**src/rtl/int_to_fp.sv**
```systemverilog
// int_to_fp: multi-cycle conversion of a 32-bit two's-complement integer
// into a 1/6/25 floating-point word (sign [31], biased exponent [30:25],
// 25-bit mantissa [24:0] with a hidden leading 1). Normalisation shifts the
// magnitude left one bit per cycle, so latency depends on the leading-zero
// count. The mantissa is truncated; the dropped bits only set the inexact
// status code.
//
// Ports:
//   clock      - single clock, rising edge
//   reset      - asynchronous, active-low
//   start      - conversion request, only honoured while idle
//   int_in     - signed integer operand, sampled together with start
//   busy       - high while a conversion is in flight
//   done       - one-cycle pulse when data_out/status_out are updated
//   data_out   - converted float, held until the next conversion completes
//   status_out - 0001 exact, 1111 inexact (0011 overflow / 0111 underflow
//                are part of the status encoding but cannot occur here)
module int_to_fp #(
    parameter int BIAS = 31
) (
    input  logic        clock,
    input  logic        reset,
    input  logic        start,
    input  logic [31:0] int_in,
    output logic        busy,
    output logic        done,
    output logic [31:0] data_out,
    output logic [3:0]  status_out
);

    typedef enum logic [1:0] {
        IDLE = 2'd0,
        NORM = 2'd1,
        PACK = 2'd2
    } state_t;

    localparam logic [3:0] ST_EXACT   = 4'b0001;
    localparam logic [3:0] ST_INEXACT = 4'b1111;

    // Exponent of an unshifted magnitude whose MSB sits at bit 31.
    localparam logic [5:0] EXP_INIT = 6'(BIAS + 31);

    state_t        state;
    logic          sign;
    logic [31:0]   mag;
    logic [5:0]    exp_work;
    logic          zero;

    logic signed [31:0] int_s;
    logic        [31:0] abs_in;

    // -2^31 negates to itself; read as unsigned that is the correct 2^31.
    assign int_s  = int_in;
    assign abs_in = int_s[31] ? 32'(-int_s) : 32'(int_s);

    assign busy = (state != IDLE);

    // Truncating pack of a normalised magnitude; returns {status, word}.
    function automatic logic [35:0] pack_result(
        input logic        s,
        input logic [5:0]  e,
        input logic [31:0] m,
        input logic        z
    );
        logic [3:0] st;
        if (z) begin
            pack_result = {ST_EXACT, 32'h0000_0000};
        end else begin
            st          = (m[5:0] != 6'd0) ? ST_INEXACT : ST_EXACT;
            pack_result = {st, s, e, m[30:6]};
        end
    endfunction

    always_ff @(posedge clock or negedge reset) begin
        if (!reset) begin
            state      <= IDLE;
            done       <= 1'b0;
            data_out   <= 32'h0000_0000;
            status_out <= 4'b0000;
            sign       <= 1'b0;
            mag        <= 32'h0000_0000;
            exp_work   <= 6'd0;
            zero       <= 1'b0;
        end else begin
            done <= 1'b0;
            case (state)
                IDLE: begin
                    if (start) begin
                        sign     <= int_s[31];
                        mag      <= abs_in;
                        exp_work <= EXP_INIT;
                        zero     <= 1'b0;
                        state    <= NORM;
                    end
                end
                NORM: begin
                    if (mag == 32'h0000_0000) begin
                        zero  <= 1'b1;
                        state <= PACK;
                    end else if (mag[31]) begin
                        state <= PACK;
                    end else begin
                        mag      <= mag << 1;
                        exp_work <= exp_work - 6'd1;
                    end
                end
                PACK: begin
                    {status_out, data_out} <= pack_result(sign, exp_work, mag, zero);
                    done  <= 1'b1;
                    state <= IDLE;
                end
                default: state <= IDLE;
            endcase
        end
    end

endmodule
```
**config.mk**
```make
export PLATFORM = sky130hd
export DESIGN_NAME = int_to_fp
export DESIGN_NICKNAME = d
export VERILOG_FILES = /design/src/rtl/int_to_fp.sv
export SDC_FILE = /design/constraint.sdc
export NUM_CORES = 1
export LEC_CHECK = 0
export BUFFER_PORTS_ARGS = -buffer_cell sky130_fd_sc_hd__buf_2
export CORE_MARGIN = 5
export CORE_UTILIZATION = 30
export DETAILED_ROUTE_END_ITERATION = 6
export GPL_ROUTABILITY_DRIVEN = 0
export HOLD_SLACK_MARGIN = 0.05
export PLACE_DENSITY = 0.47
export RECOVER_POWER = 50
export SYNTH_ARGS = -nofsm -noshare
export SYNTH_HDL_FRONTEND = slang
export SYNTH_SLANG_ARGS = --single-unit
```
**constraint.sdc**
```tcl
create_clock -name clock -period 5.27 [get_ports clock]
set_input_delay 0.527 -clock clock [delete_from_list [all_inputs] [get_ports clock]]
set_output_delay 0.527 -clock clock [all_outputs]
set_load 0.005 [all_outputs]
```
==> results.json, run 1 <==
{
  "cts_htree_levels": 3,
  "fin_cells": 703,
  "place_hpwl_um": 8720,
  "syn_nets": 498,
  "synth_cell_types": 54,
  "maxSlewViolCount": 78,
  "timing.slew.headroom_pct": -34.2,
  "critPathMaxFanout": 17,
  "ctsHoldBuffers": 0,
  "drc": 0,
  "rows": 43,
  "path_cells": "or4_1, nor3_1, and3_1, a21oi_1, buf_4, mux2_2",
  "status": "finished with violations",
  "fin_crit_sh_pct": 48.4,
  "synth.top_cell.area_share_pct": 45.2,
  "clk_latency_ns": 0.33,
  "place_inst": 687,
  "grt_pass1_vias": 3594,
  "n_antenna_cell": 0,
  "routedWlPerCell_um": 17.4,
  "critPathKind": "reg2reg",
  "cpPeakStageDelay_ns": 0.52,
  "fin_nets": 555,
  "seq_area_frac_synth_pct": 45.2,
  "port_buffers": 72,
  "worst_pin_slew_ns": 2.01,
  "syn-mean-instance-area_sq_um": 9.24,
  "grt_max_degree": 78,
  "drtIter0Drc": 236,
  "syn2layout_area_growth_pct": 18.8,
  "design.die.area_sq_um": 16700,
  "path_clk_slew_ns": 0.06,
  "powerDensity_nw_per_um2": 560,
  "slowest_stage": "or4_1",
  "synth_top_area_cell": "dfrtp_1",
  "rsz0062_at_grt": "false",
  "drive_gt1_share_pct": 20.5,
  "critPathTopFamily": "simple AND/OR/NAND/NOR gates",
  "end_kind": "flip-flop",
  "ant_nets": 0,
  "ios": 73,
  "fmax_mhz": 392,
  "async_flop_share_pct": 100,
  "worstPathRequired_ns": 5.48,
  "post_cts_resized": 0,
  "power_frac_seq_pct": 39.1,
  "violations": "max-capacitance violations, max-slew violations",
  "synth_top_cells_by_count": "77 x dfrtp_1, 57 x nand2_1, 47 x o21ai_0, 32 x nand2b_1, 22 x clkbuf_1",
  "hold_viol_final": 0,
  "drv_cap": 1,
  "fp.dieW_um": 129,
  "cp.arrival_ns": 2.76,
  "fin_setup_tns_ns": 0,
  "cts_buffers": 9,
  "yosysWarnings": 0,
  "finClkSkew_ns": 0.00830,
  "cts_tree": "yes",
  "ys_ff_latch": 77,
  "crit_path_start_kind": "flip-flop",
  "synthCells": 461,
  "ir_drop_v": 0.000175,
  "intPower_mw": 1.76,
  "viasPerCell": 5.11,
  "postCtsSetupBuffers": 0,
  "min_period_ns": 2.55,
  "cp_num_buf_inv": 1,
  "antenna_found_initial": 0,
  "p_switching_mw": 1.07,
  "p_clk_share_pct": 23.8,
  "sw_frac_of_total_pct": 37.7,
  "ys_top_cells_by_area": "dfrtp_1 45%, o21ai_0 5.5%, nand2_1 5.0%",
  "initial_core_util_pct": 30.7,
  "routed_wl_um": 12300,
  "synth-edff-count": 0,
  "drt_first_pass_iters": 5,
  "grt_overflow": 0,
  "syn-cell-area_sq_um": 4260,
  "n_fill_cell": 1456,
  "grt_pass1_wl_um": 19800,
  "clock-sinks": 77,
  "finalSetupViolCount": 0,
  "coreArea_sq_um": 13900,
  "synth_ff_type": "dfrtp_1",
  "clockBufferDepth": 2,
  "p_leak_nw": 2.19,
  "synth.most_common_cell": "dfrtp_1",
  "grtUsageTotal_pct": 15.1,
  "min_path_type": "reg2reg",
  "dieHeight_um": 129,
  "cts_root_buf": "clkbuf_16",
  "power_frac_comb_pct": 37.1,
  "vias": 3589
}
worst paths after layout:
path,from,end,slack [ns],cells past startpoint
setup / recovery,mag[3],mag[2],2.72,6
hold / removal,status_out[0],status_out[0],0.47,1
setup reg to reg,mag[3],mag[2],2.72,6
hold reg to reg,status_out[0],status_out[0],0.47,1
max in group asynchronous,reset,mag[28],3.30,1
min in group asynchronous,reset,mag[20],0.72,1
cell usage in the layout, fill, tap and decap left out, types with 10 or more instances in the layout:
cell type / instances
dfrtp_1: 77
buf_2: 61
nand2_1: 57
o21ai_0: 47
nand2b_1: 31
a21oi_1: 17
nor2_1: 16
nor3_1: 14
xor2_1: 13
o31ai_1: 13
nor4_1: 12
inv_1: 11
a22oi_1: 11
mux2_2: 11
clkbuf_1: 11
mux2i_1: 10
cell families after synthesis:
family                     after synthesis  synth area share (%)
AOI/OAI and AO/OA                      122                  18.5
xor gates and xnor gates                19                  3.91
adders and majority gates                2                 0.587
buffers and inverters                   44                  4.46
DFF                                     77                  45.2
muxes                                   21                  5.26
and+or+nand+nor                        176                  22.0
state kept, by name (all words and copies together), names as in the netlist:
| register | cells |
|---|---|
| mag | 32 |
| status_out | 2 |
| exp_work | 6 |
| sign | 1 |
| state | 2 |
| zero | 1 |
| done | 1 |
| data_out | 32 |
cell type report:
cell class | instances | area (sq um) | share of cell area [%]
Inverter | 12 | 45.0 | 0.890
Tap cell | 180 | 225 | 4.45
Clock inverter | 4 | 70.1 | 1.38
Timing Repair Buffer | 78 | 393 | 7.76
Multi-Input combinational cell | 340 | 2150 | 42.4
Clock buffer | 12 | 256 | 5.07
Sequential cell | 77 | 1930 | 38.1
routing by layer:
metal	part of all wire [%]	track usage, %	up-vias
met5	0	0	-
met4	0.80	4.51	0
met3	4.8	3.17	8
met2	43	21.6	85
met1	51	22.7	1713
li1	-	-	1783
worst reg2reg max path, delay by kind of cell (launching register included):
kind / cells / cell delay (ns)
AOI/OAI and AO/OA: 1 / 0.19
buffers and inverters: 1 / 0.25
DFF: 1 / 0.39
muxes: 1 / 0.29
and+or+nand+nor: 3 / 1.32
metrics by stage:
step | setup slack (ns) | cell area [sq um] | hold WS (ns) | util [%] | power, mW
after global placement | 2.53 | 4750 | 0.445 | 34.2 | 2.17
after global routing | 2.56 | 5060 | 0.484 | 36.5 | 3.06
after CTS | 2.73 | 5080 | 0.417 | 36.6 | 2.88
after detailed placement | 2.50 | 4750 | 0.456 | 34.2 | 2.20
after floorplan | 2.87 | 4260 | 0.231 | - | 1.75
final | 2.72 | 5060 | 0.468 | 36.5 | 2.83
power groups by stage:
stage | clock network, mW | logic (mW) | registers [mW]
2_1_floorplan | 0 | 0.708 | 1.05
3_3_place_gp | 0 | 1.06 | 1.11
3_5_place_dp | 0 | 1.07 | 1.12
4_1_cts | 0.692 | 1.08 | 1.11
5_1_grt | 0.715 | 1.20 | 1.15
6_report | 0.673 | 1.05 | 1.11
No activity file was read; power rests on OpenSTA's default activity.
==> run 2: changes to the inputs <==
--- a/config.mk
+++ b/config.mk
@@ -11,7 +11,7 @@
 export DETAILED_ROUTE_END_ITERATION = 6
 export GPL_ROUTABILITY_DRIVEN = 0
 export HOLD_SLACK_MARGIN = 0.05
-export PLACE_DENSITY = 0.47
+export PLACE_DENSITY = 0.49
 export RECOVER_POWER = 50
 export SYNTH_ARGS = -nofsm -noshare
 export SYNTH_HDL_FRONTEND = slang
==> constraint.sdc (replaced) <==
create_clock -name clock -period 2.3 [get_ports clock]
set_input_delay 0.23 -clock clock [delete_from_list [all_inputs] [get_ports clock]]
set_output_delay 0.23 -clock clock [all_outputs]
set_load 0.005 [all_outputs]
==> results.json, run 2 (same netlist as run 1, synthesis figures left out) <==
{
  "clock-sinks": 77,
  "ios": 73,
  "wl_met2_um": 5370,
  "cts_tree": "yes",
  "drc": 0,
  "powerDensity_nw_per_um2": 1250,
  "initial_core_util_pct": 30.7,
  "ir_drop_v": 0.000355,
  "antenna_found_initial": 0,
  "drt_first_pass_iters": 5,
  "clk_latency_ns": 0.34,
  "drtIter0Drc": 286,
  "cts_htree_levels": 3,
  "critPathMaxFanout": 6,
  "p_switching_mw": 2.52,
  "fin_nets": 582,
  "grt_overflow": 0,
  "layout_commonest_cell": "dfrtp_1",
  "min_path_type": "in2reg",
  "reg2reg_from": "mag[3]",
  "worstPathRequired_ns": 2.52,
  "hold_viol_final": 0,
  "routed_wl_um": 12500,
  "reg_top3": "data_out: 32 flops, mag: 32 flops, exp_work: 6 flops",
  "drive_gt1_share_pct": 22.6,
  "port_buffers": 72,
  "fmax_mhz": 461,
  "power_frac_comb_pct": 38.9,
  "rsz0062_at_grt": "false",
  "sw_frac_of_total_pct": 38.3,
  "met1_length_um": 6360,
  "status": "complete, no violations",
  "routedWlPerCell_um": 17.2,
  "design.die.area_sq_um": 16700,
  "vias": 3786,
  "crit_path_start_kind": "flip-flop",
  "min_period_ns": 2.17,
  "startpoint": "mag[3]",
  "intPower_mw": 4.06,
  "place_ws_ns": 0.0326,
  "p_clk_share_pct": 23.0,
  "finClkSkew_ns": 0.00578,
  "fin_setup_tns_ns": 0,
  "holdCritStartpoint": "int_in[22]",
  "n_antenna_cell": 0,
  "postCtsSetupBuffers": 0,
  "cts_buffers": 9,
  "wl_met3_um": 660,
  "cts_root_buf": "clkbuf_16",
  "coreArea_sq_um": 13900,
  "n_fill_cell": 1467,
  "grt_max_degree": 44,
  "viasPerCell": 5.19,
  "grt_pass1_wl_um": 20500,
  "p_leak_nw": 2.27,
  "grt_pass1_vias": 3733,
  "end_kind": "flip-flop",
  "power_frac_seq_pct": 38.2,
  "fin_hold_ws_ns": 0.194,
  "critPathKind": "reg2reg",
  "rows": 43,
  "maxSlewViolCount": 0,
  "worst_slack_ns": 0.133,
  "dieHeight_um": 129,
  "drv_cap": 0,
  "finalSetupViolCount": 0,
  "ant_nets": 0,
  "path_clk_slew_ns": 0.06,
  "final_cell_mix": "77 x dfrtp_1, 57 x nand2_1, 52 x buf_2, 47 x o21ai_0, 31 x nand2b_1",
  "place_hpwl_um": 9110,
  "routed.top_layer": "met4",
  "clockBufferDepth": 2,
  "fin_crit_sh_pct": 94.2,
  "cp.arrival_ns": 2.39,
  "worst_pin_slew_ns": 1.06,
  "grtUsageTotal_pct": 15.7,
  "syn2layout_area_growth_pct": 23.4,
  "fp.dieW_um": 129,
  "timing.slew.headroom_pct": 29.2
}
run 2: changes by cell type in the layout (fill, tap and decap cells not counted):
cell,change
clkbuf_4,+1
clkinv_4,+1
clkbuf_1,+8
clkinvlp_4,+2
buf_2,-9
dlygate4sd3_1,+1
clkinv_2,-1
clkbuf_8,-2
buf_4,+24
buf_12,+1
run 2: layer usage:
layer / up-vias / GRT usage [%]
met4: 0 / 4.08
met2: 109 / 23.6
met5: - / 0
li1: 1836 / -
met3: 9 / 3.22
met1: 1832 / 23.0
run 2: final timing paths:
kind,endpoint,slack (ns),cells past startpoint
min in group asynchronous,data_out[11],0.62,2
setup / recovery,exp_work[3],0.13,7
hold / removal,mag[22],0.19,3
hold reg to reg,data_out[30],0.47,2
setup reg to reg,exp_work[3],0.13,7
max in group asynchronous,exp_work[0],0.44,3
run 2: layout make-up:
class / count / area [sq um] / share of cell area, %
Inverter: 12 / 45.0 / 0.857
Tap cell: 180 / 225 / 4.28
Multi-Input combinational cell: 340 / 2150 / 40.8
Timing Repair Buffer: 105 / 599 / 11.4
Clock inverter: 6 / 88.8 / 1.69
Clock buffer: 9 / 225 / 4.28
Sequential cell: 77 / 1930 / 36.7
run 2: power groups by stage:
stage                     registers (mW)  clock network, mW  logic (mW)
after global routing                2.62               1.59        2.90
final                               2.51               1.51        2.56
after detailed placement            2.54                  0        2.62
after global placement              2.52                  0        2.59
after floorplan                     2.40                  0        1.62
after CTS                           2.51               1.55        2.64
run 2: repair_timing:
item,4_1_cts,5_1_grt
resized for setup,0,0
endpoints found under the hold margin,39,0
hold buffers,1,0
run 2: worst max-delay path, cell delays in order (launching register included):
cell	delay, ns
dfrtp_1	0.39
or4_1	0.52
nor3_1	0.17
buf_4	0.18
and3_1	0.18
buf_4	0.16
o21ai_0	0.15
o221a_2	0.31
run 2: through the flow:
stage / total power [mW] / instance area (sq um) / util, % / std cells
finish: 6.59 / 5260 / 37.9 / 729
global route: 7.11 / 5260 / 37.9 / 729
CTS: 6.70 / 5300 / 38.1 / 729
detailed placement: 5.16 / 4970 / 35.8 / 713
global placement: 5.11 / 4970 / 35.8 / 713
floorplan: 4.02 / 4260 / - / 461
